`src/rtl/mdu_div_seq.sv`:
```
// mdu_div_seq: iterative 32-bit radix-2 restoring divider for DIV/DIVU.
// It produces one quotient bit per cycle; the result is {remainder, quotient}.
// Optional build macro DIV_ZERO_FAST_EN: a zero divisor completes in one
// cycle with a zero result instead of running the full iteration.
//
// state | meaning
// FREE  | idle, waiting for start_i (without annul_i)
// ON    | iterating, 32 cycles, counter 0..31
// END   | result valid, ready_o held until start_i drops
module mdu_div_seq (
  input  logic        clk,
  input  logic        rst,
  input  logic        signed_div_i,
  input  logic [31:0] opdata1_i,
  input  logic [31:0] opdata2_i,
  input  logic        start_i,
  input  logic        annul_i,
  output logic [63:0] result_o,
  output logic        ready_o
);

  typedef enum logic [1:0] {FREE, ON, END} state_t;

  state_t      state;
  logic [4:0]  cnt;
  logic        sgn_mode;
  logic        sign1;
  logic        sign2;
  logic [31:0] dvsr;
  logic [31:0] rem;
  logic [31:0] quo;

  logic [31:0] mag1;
  logic [31:0] mag2;
  logic [32:0] shifted;
  logic [32:0] diff;
  logic [31:0] rem_nxt;
  logic [31:0] quo_nxt;
  logic [31:0] rem_fix;
  logic [31:0] quo_fix;

  // Operand magnitudes. |INT_MIN| is 0x80000000, which fits as unsigned.
  always_comb begin
    mag1 = opdata1_i;
    mag2 = opdata2_i;
    if (signed_div_i && opdata1_i[31]) mag1 = ~opdata1_i + 32'd1;
    if (signed_div_i && opdata2_i[31]) mag2 = ~opdata2_i + 32'd1;
  end

  // One restoring step, plus the sign correction used on the last step.
  always_comb begin
    shifted = {rem, quo[31]};
    diff    = shifted - {1'b0, dvsr};
    if (!diff[32]) begin
      rem_nxt = diff[31:0];
      quo_nxt = {quo[30:0], 1'b1};
    end else begin
      // Restoring branch: shifted < dvsr, so its top bit is zero.
      rem_nxt = shifted[31:0];
      quo_nxt = {quo[30:0], 1'b0};
    end
    quo_fix = quo_nxt;
    rem_fix = rem_nxt;
    if (sgn_mode && (sign1 != sign2)) quo_fix = ~quo_nxt + 32'd1;
    if (sgn_mode && sign1)            rem_fix = ~rem_nxt + 32'd1;
  end

  // Control FSM with datapath registers and registered outputs.
  always_ff @(posedge clk) begin
    if (rst) begin
      state    <= FREE;
      cnt      <= 5'd0;
      sgn_mode <= 1'b0;
      sign1    <= 1'b0;
      sign2    <= 1'b0;
      dvsr     <= 32'd0;
      rem      <= 32'd0;
      quo      <= 32'd0;
      result_o <= 64'd0;
      ready_o  <= 1'b0;
    end else begin
      case (state)
        FREE: begin
          ready_o  <= 1'b0;
          result_o <= 64'd0;
          if (start_i && !annul_i) begin
`ifdef DIV_ZERO_FAST_EN
            if (opdata2_i == 32'd0) begin
              state   <= END;
              ready_o <= 1'b1;
            end else begin
              state <= ON;
            end
`else
            state <= ON;
`endif
            sgn_mode <= signed_div_i;
            sign1    <= signed_div_i & opdata1_i[31];
            sign2    <= signed_div_i & opdata2_i[31];
            dvsr     <= mag2;
            quo      <= mag1;
            rem      <= 32'd0;
            cnt      <= 5'd0;
          end
        end
        ON: begin
          if (annul_i) begin
            state    <= FREE;
            ready_o  <= 1'b0;
            result_o <= 64'd0;
          end else begin
            rem <= rem_nxt;
            quo <= quo_nxt;
            cnt <= cnt + 5'd1;
            if (cnt == 5'd31) begin
              state    <= END;
              ready_o  <= 1'b1;
              result_o <= {rem_fix, quo_fix};
            end
          end
        end
        END: begin
          if (!start_i) begin
            state    <= FREE;
            ready_o  <= 1'b0;
            result_o <= 64'd0;
          end
        end
        default: begin
          state    <= FREE;
          ready_o  <= 1'b0;
          result_o <= 64'd0;
        end
      endcase
    end
  end

endmodule

```
`config.mk`:
```
export PLATFORM = sky130hd
export DESIGN_NAME = mdu_div_seq
export DESIGN_NICKNAME = d
export VERILOG_FILES = /design/src/rtl/mdu_div_seq.sv
export SDC_FILE = /design/constraint.sdc
export NUM_CORES = 1
export LEC_CHECK = 0
export ABC_AREA = 1
export CORE_MARGIN = 4
export CORE_UTILIZATION = 50
export DETAILED_ROUTE_END_ITERATION = 10
export PLACE_DENSITY = 0.74
export SYNTH_ARGS = -nofsm -noshare
export SYNTH_HDL_FRONTEND = slang
export SYNTH_SLANG_ARGS = --single-unit
```
`constraint.sdc`:
```
create_clock -name clk -period 3.4 [get_ports clk]
set_input_delay 0.85 -clock clk [delete_from_list [all_inputs] [get_ports clk]]
set_output_delay 0.85 -clock clk [all_outputs]
set_load 0.02 [all_outputs]
```
**After elaboration in Yosys (flattened, before gate mapping)**

Cells that the tools add are included.

- Memory bits (read-only): 0
- Bits of input ports: 69
- Memories kept: 0
- Bits in registers: 171
- Bits in latches: 0
- RAM bits: 0
- Output and inout bits: 65
- Logic and storage cells: 70

- Mux-type cells: 28
- Bitwise operators: 6
- $lt $le $gt $ge: 0
- Shift-type cells: 0
- $add $sub $neg: 6
- Eq/ne operators: 8
- Reduce and logical (&&, ||, !) cells: 12
- Multipliers: 0
- Div/mod/pow operators: 0

Operators by type and width:

| cell | number |
|---|---|
| 32-bit 2-to-1 mux | 9 |
| 64-bit 2-to-1 mux | 3 |
| 32-bit by 1-bit adder with 32-bit output (second input constant) | 4 |
| 32-bit NOT | 4 |
| 32-bit one-hot mux with 2 select lines | 2 |
| 64-bit one-hot mux with 2 select lines | 1 |
| 33-bit by 32-bit subtractor with 33-bit output | 1 |
| 5-bit 2-to-1 mux | 2 |
| 5-bit one-hot mux with 2 select lines | 1 |
| 2-bit 2-to-1 mux | 4 |
| 2-bit inequality test (second input constant) | 3 |
| 2-bit one-hot mux with 3 select lines | 1 |
| 3-bit AND reduction | 2 |
| 5-bit by 1-bit adder with 5-bit output (second input constant) | 1 |
| 5-bit equality test (second input constant) | 1 |
| 1-bit logical AND | 5 |
| 1-bit 2-to-1 mux | 4 |
| 2-bit AND reduction | 2 |
| 3-bit inequality test (second input constant) | 1 |
| 1-bit bitwise AND | 2 |
| 2-bit by 1-bit equality test with 1-bit output (second input constant) | 1 |
| 2-bit equality test (second input constant) | 1 |
| 2-bit logical NOT | 1 |
| 1-bit one-hot mux with 2 select lines | 1 |
| other kinds (3) | 3 |

**Logic depth before layout (Yosys ltp)**

- Depth after elaboration: 8
- Mapped depth: 30
- Mapped depth without buffers: 29

**Worst setup path after synthesis**

OpenSTA, ideal clock, no wires.

- Path kind: reg2reg
- From: reg quo[31]
- To: reg result_o[28]
- Setup slack: -0.344 ns
- Clock period less this slack: 3.744 ns
- Required time: 3.330 ns
- Setup time: 0.070 ns
- Cell stages (with the launch flop): 30
- Arrival time: 3.674 ns
- Buffers on the path: 1
- Cell sequence: dfxtp_1 > inv_1 > ha_1 > inv_1 > fa_1 > nand2_1 > nand2_1 > nand3_2 > nand2_2 > nand2_2 > nand2_2 > nand2_4 > nand3_4 > nand2_8 > buf_4 > ha_1 > nand3_1 > nor3_1 > nand3_1 > nor3_1 > nand3_1 > nand2_1 > o21ai_1 > nor2_1 > nand2_1 > a21oi_1 > nor2_1 > nor2_1 > nand2_1 > a21oi_1

- Word-level cells in the longest chain between the ends: 8

Ends and longest elaborated chain:

| what | line | RTL |
|---|---|---|
| start: declaration | 31 | `logic [31:0] quo;` |
| start signal: assignment | 101 | `quo <= mag1;` |
| start signal: assignment | 113 | `quo <= quo_nxt;` |
| 33-bit by 32-bit subtractor with 33-bit output | 53 | `diff = shifted - {1'b0, dvsr};` |
| 1-bit 2-to-1 mux | 54 | `if (!diff[32]) begin` |
| 32-bit NOT | 64 | `if (sgn_mode && (sign1 != sign2)) quo_fix = ~quo_nxt + 32'd1;` |
| 32-bit by 1-bit adder with 32-bit output | 64 |  |
| 32-bit 2-to-1 mux | 64 |  |
| 64-bit 2-to-1 mux | 115 | `if (cnt == 5'd31) begin` |
| 64-bit 2-to-1 mux | 107 | `if (annul_i) begin` |
| 64-bit one-hot mux with 2 select lines | 82 | `case (state)` |
| end signal: assignment | 118 | `result_o <= {rem_fix, quo_fix};` |
| end: declaration | 18 | `output logic [63:0] result_o,` |

Every way passes these cells. The select of a mux whose other input is x is not followed.
A chain may end at the register's enable or synchronous reset.

**Worst setup path after layout**

- From: reg quo[31]
- To: reg result_o[24]

Same word-level chain as after synthesis.

==> run_results.csv <==
group,metric,value,unit
setup_path,endpoint_kind,"flip-flop",
power_and_ir_drop,power.share.clock,0.341,
cts,cts_root_buf,"clkbuf_16",
power_and_ir_drop,power_switching_share,0.359,
finish,final_cell_mix,"nand2_1, inv_1, a21oi_1",
setup_path,max_stage_delay,0.38,ns
timing,slew_headroom,0.361,
route,wl_per_cell,15.5,µm
run_status,violations,"setup timing",
min_path,worstHoldStart,"result_o[24]",
power_and_ir_drop,power_frac_comb,0.283,
power_and_ir_drop,powerDensity,348,mW/mm²
finish,syn_to_final_growth,26.9,%
yosys,syn_inst,2211,
route,firstDrtPassIters,5,
power_and_ir_drop,vdd_drop_max,0.318,mV
setup_path,cpMaxStageDelayCell,"fa_2",
yosys,ys_seq_area_frac,0.263,
floorplan,start_util,0.513,
grt,grt_pass1_vias,13200,
yosys,async_flop_share,0,
timing,tns,-0.0395,ns
floorplan,dieArea,0.0287,mm²
yosys,yosysWarnings,0,
floorplan,rows,58,
yosys,syn_nets,2319,
grt,grt_max_degree,93,
yosys,yosysTopAreaCell,"dfxtp_1",
finish,antenna_cells,0,
timing,fin_crit_sh,1.01,
yosys,ys_top_cells_by_area,"dfxtp_1, nand2_1, a21oi_1",
setup_path,startpoint_type,"flip-flop",
route,vias,14700,
route,drt_wl_total,43100,µm
timing,finalClockSkew,0.0166,ns
timing,finalSetupViolations,2,
finish,fillers,2431,
timing,rsz0062_at_grt,"yes",
cts,clk_pin_slew,0.08,ns
route,vias_per_cell,5.29,
cts,cts_sinks,171,
setup_path,worst_ep_arrival_time,3.72,ns
grt,grt-ovfl-total,0,
cts,cts_buffers,17,
floorplan,die_x,169,µm
timing,worst_pin_slew,0.958,ns
yosys,synth_edf_count,0,
run_status,status,"complete, but fails checks",
yosys,ys_ff_latch,171,
setup_path,startpoint,"quo[31]",
grt,grt_pass1_wl,68000,µm
power_and_ir_drop,power_leakage,8.09,nW
power_and_ir_drop,power.switching,2.07,mW
floorplan,fp.coreArea,0.0254,mm²
cts,max-clock-path-buffers,2,
timing,fin_ws,-0.0347,ns
finish,utilization,0.651,
timing,drv_slew,0,
finish,layout_commonest_cell,"nand2_1",
flow_run,maxCapViolCount,0,
setup_path,crit_top_cell,"nand2_2",
route,drcViolationCount,0,
timing,report.final.hold_viol_count,0,
power_and_ir_drop,power,5.76,mW
grt,antenna_found_initial,0,
setup_path,required,3.68,ns
yosys,syn_area,0.0130,mm²
grt,grtUsageTotal,0.293,
yosys,synth_cell_types,48,
placed_design,port_buffers,133,
power_and_ir_drop,pwr-share-seq,0.377,
yosys,ys.flop_type,"dfxtp_1",
timing,timing.final.crit_period,3.43,ns
cts,cts_tree,"built",
floorplan,die_h,169,µm
timing,fmax,291,MHz
route,first_iter_violations,1385,
yosys,synth.top_cell.area_share,0.263,
setup_path,path_max_fanout,7,
power_and_ir_drop,p_int,3.69,mW
setup_path,crit_type,"reg -> reg",
placed_design,gp_congestion,0.944,
placed_design,hpwl,33700,µm
placed_design,dp_slack,-0.236,ns
floorplan,ios,134,
route,ant_nets,0,
min_path,hp-class,"reg -> reg",
yosys,syn_area_per_cell,5.89,µm²
cts,clock_latency,0.44,ns
setup_path,r2r_start,"quo[31]",
timing,fin_hold_ws,0.464,ns
finish,drive_gt1_frac,0.129,
finish,final_nets,2554,
cts,htreeDepth,4,
-- stage by stage --
stage | area, µm² | cells
2_1_floorplan | 13100 | 2211
6_report | 16500 | 2788
5_1_grt | 16500 | 2788
4_1_cts | 16300 | 2781
3_3_place_gp | 15700 | 2749
3_5_place_dp | 15700 | 2749
-- per-layer routing --
| metal | up-vias | wire length, µm | share of wire | global-route usage |
|---|---|---|---|---|
| li1 | 7508 | - | - | - |
| met2 | 539 | 18300 | 0.43 | 0.444 |
| met3 | 55 | 3320 | 0.077 | 0.0347 |
| met1 | 6645 | 20400 | 0.47 | 0.441 |
| met5 | - | 0 | 0 | 0 |
| met4 | 0 | 1050 | 0.024 | 0.0809 |
-- cell usage after synthesis, types with 9 or more instances --
library cell and instances:
nor4_1 11, xnor2_1 25, inv_2 9, ha_1 38, nand2_2 28, nand4_1 17, nand3_1 136, o21ai_0 121
nand3b_1 12, xor2_1 40, nand2_1 732, clkbuf_1 61, dfxtp_1 171, nor2_1 187, o211ai_1 10, nor3_1 21
nor2_2 9, a21oi_1 211, inv_1 275
-- cell families (layout without fill, tap and decap cells) --
| family | after synthesis | count (layout) | share of synthesized area |
|---|---|---|---|
| XOR/XNOR | 65 | 65 | 0.0437 |
| flip-flops | 171 | 171 | 0.263 |
| AND/OR/NAND/NOR | 1182 | 1182 | 0.385 |
| buffers and inverters | 370 | 617 | 0.112 |
| AO/OA/AOI/OAI | 384 | 384 | 0.158 |
| adder cells (fa/ha/maj) | 39 | 39 | 0.0380 |
-- what timing repair did --
| action | in CTS | in global routing |
|---|---|---|
| buffers inserted | 1 | 7 |
| resized for setup | 4 | 44 |
| pin swaps | 6 | 1 |
| setup endpoints to repair | 19 | 35 |
| hold buffers | 0 | 0 |
-- critical path, delay by kind of cell, from the launching register on --
kind / cells / cell delay, ns
AND/OR/NAND/NOR: 17 / 1.66
AO/OA/AOI/OAI: 5 / 0.50
buffers and inverters: 2 / 0.12
adder cells (fa/ha/maj): 3 / 0.65
flip-flops: 1 / 0.34
-- final timing paths --
kind / endpoint / slack, ns / cells after the start
min: result_o[24] / 0.46 / 2
min reg2reg: result_o[24] / 0.46 / 2
max reg2reg: result_o[24] / -0.03 / 27
max: result_o[24] / -0.03 / 27
-- power by group through the flow --
stage	logic, mW	clock network [mW]	registers (mW)
finish	1.63	1.96	2.17
global route	1.82	2.05	2.18
CTS	1.56	1.98	2.16
detailed placement	1.55	0	2.21
global placement	1.53	0	2.20
floorplan	1.00	0	2.18
-- cell type report --
cell class / count / area, µm² / area share
clock buffers: 17 / 425 / 0.0257
clock inverters: 14 / 154 / 0.00931
inverters: 288 / 1080 / 0.0655
multi-input cells: 1670 / 8390 / 0.507
flip-flops and latches: 171 / 3430 / 0.207
well taps: 330 / 413 / 0.0250
repair buffers: 298 / 2640 / 0.160
-- state kept, by name, summed over array words and instances (netlist names) --
| name | cells |
|---|---|
| result_o | 64 |
| dvsr | 32 |
| quo | 32 |
| rem | 32 |
| cnt | 5 |
| state | 2 |
| ready_o | 1 |
| sgn_mode | 1 |
| sign1 | 1 |
| sign2 | 1 |
(Power assumes the default switching activity.)
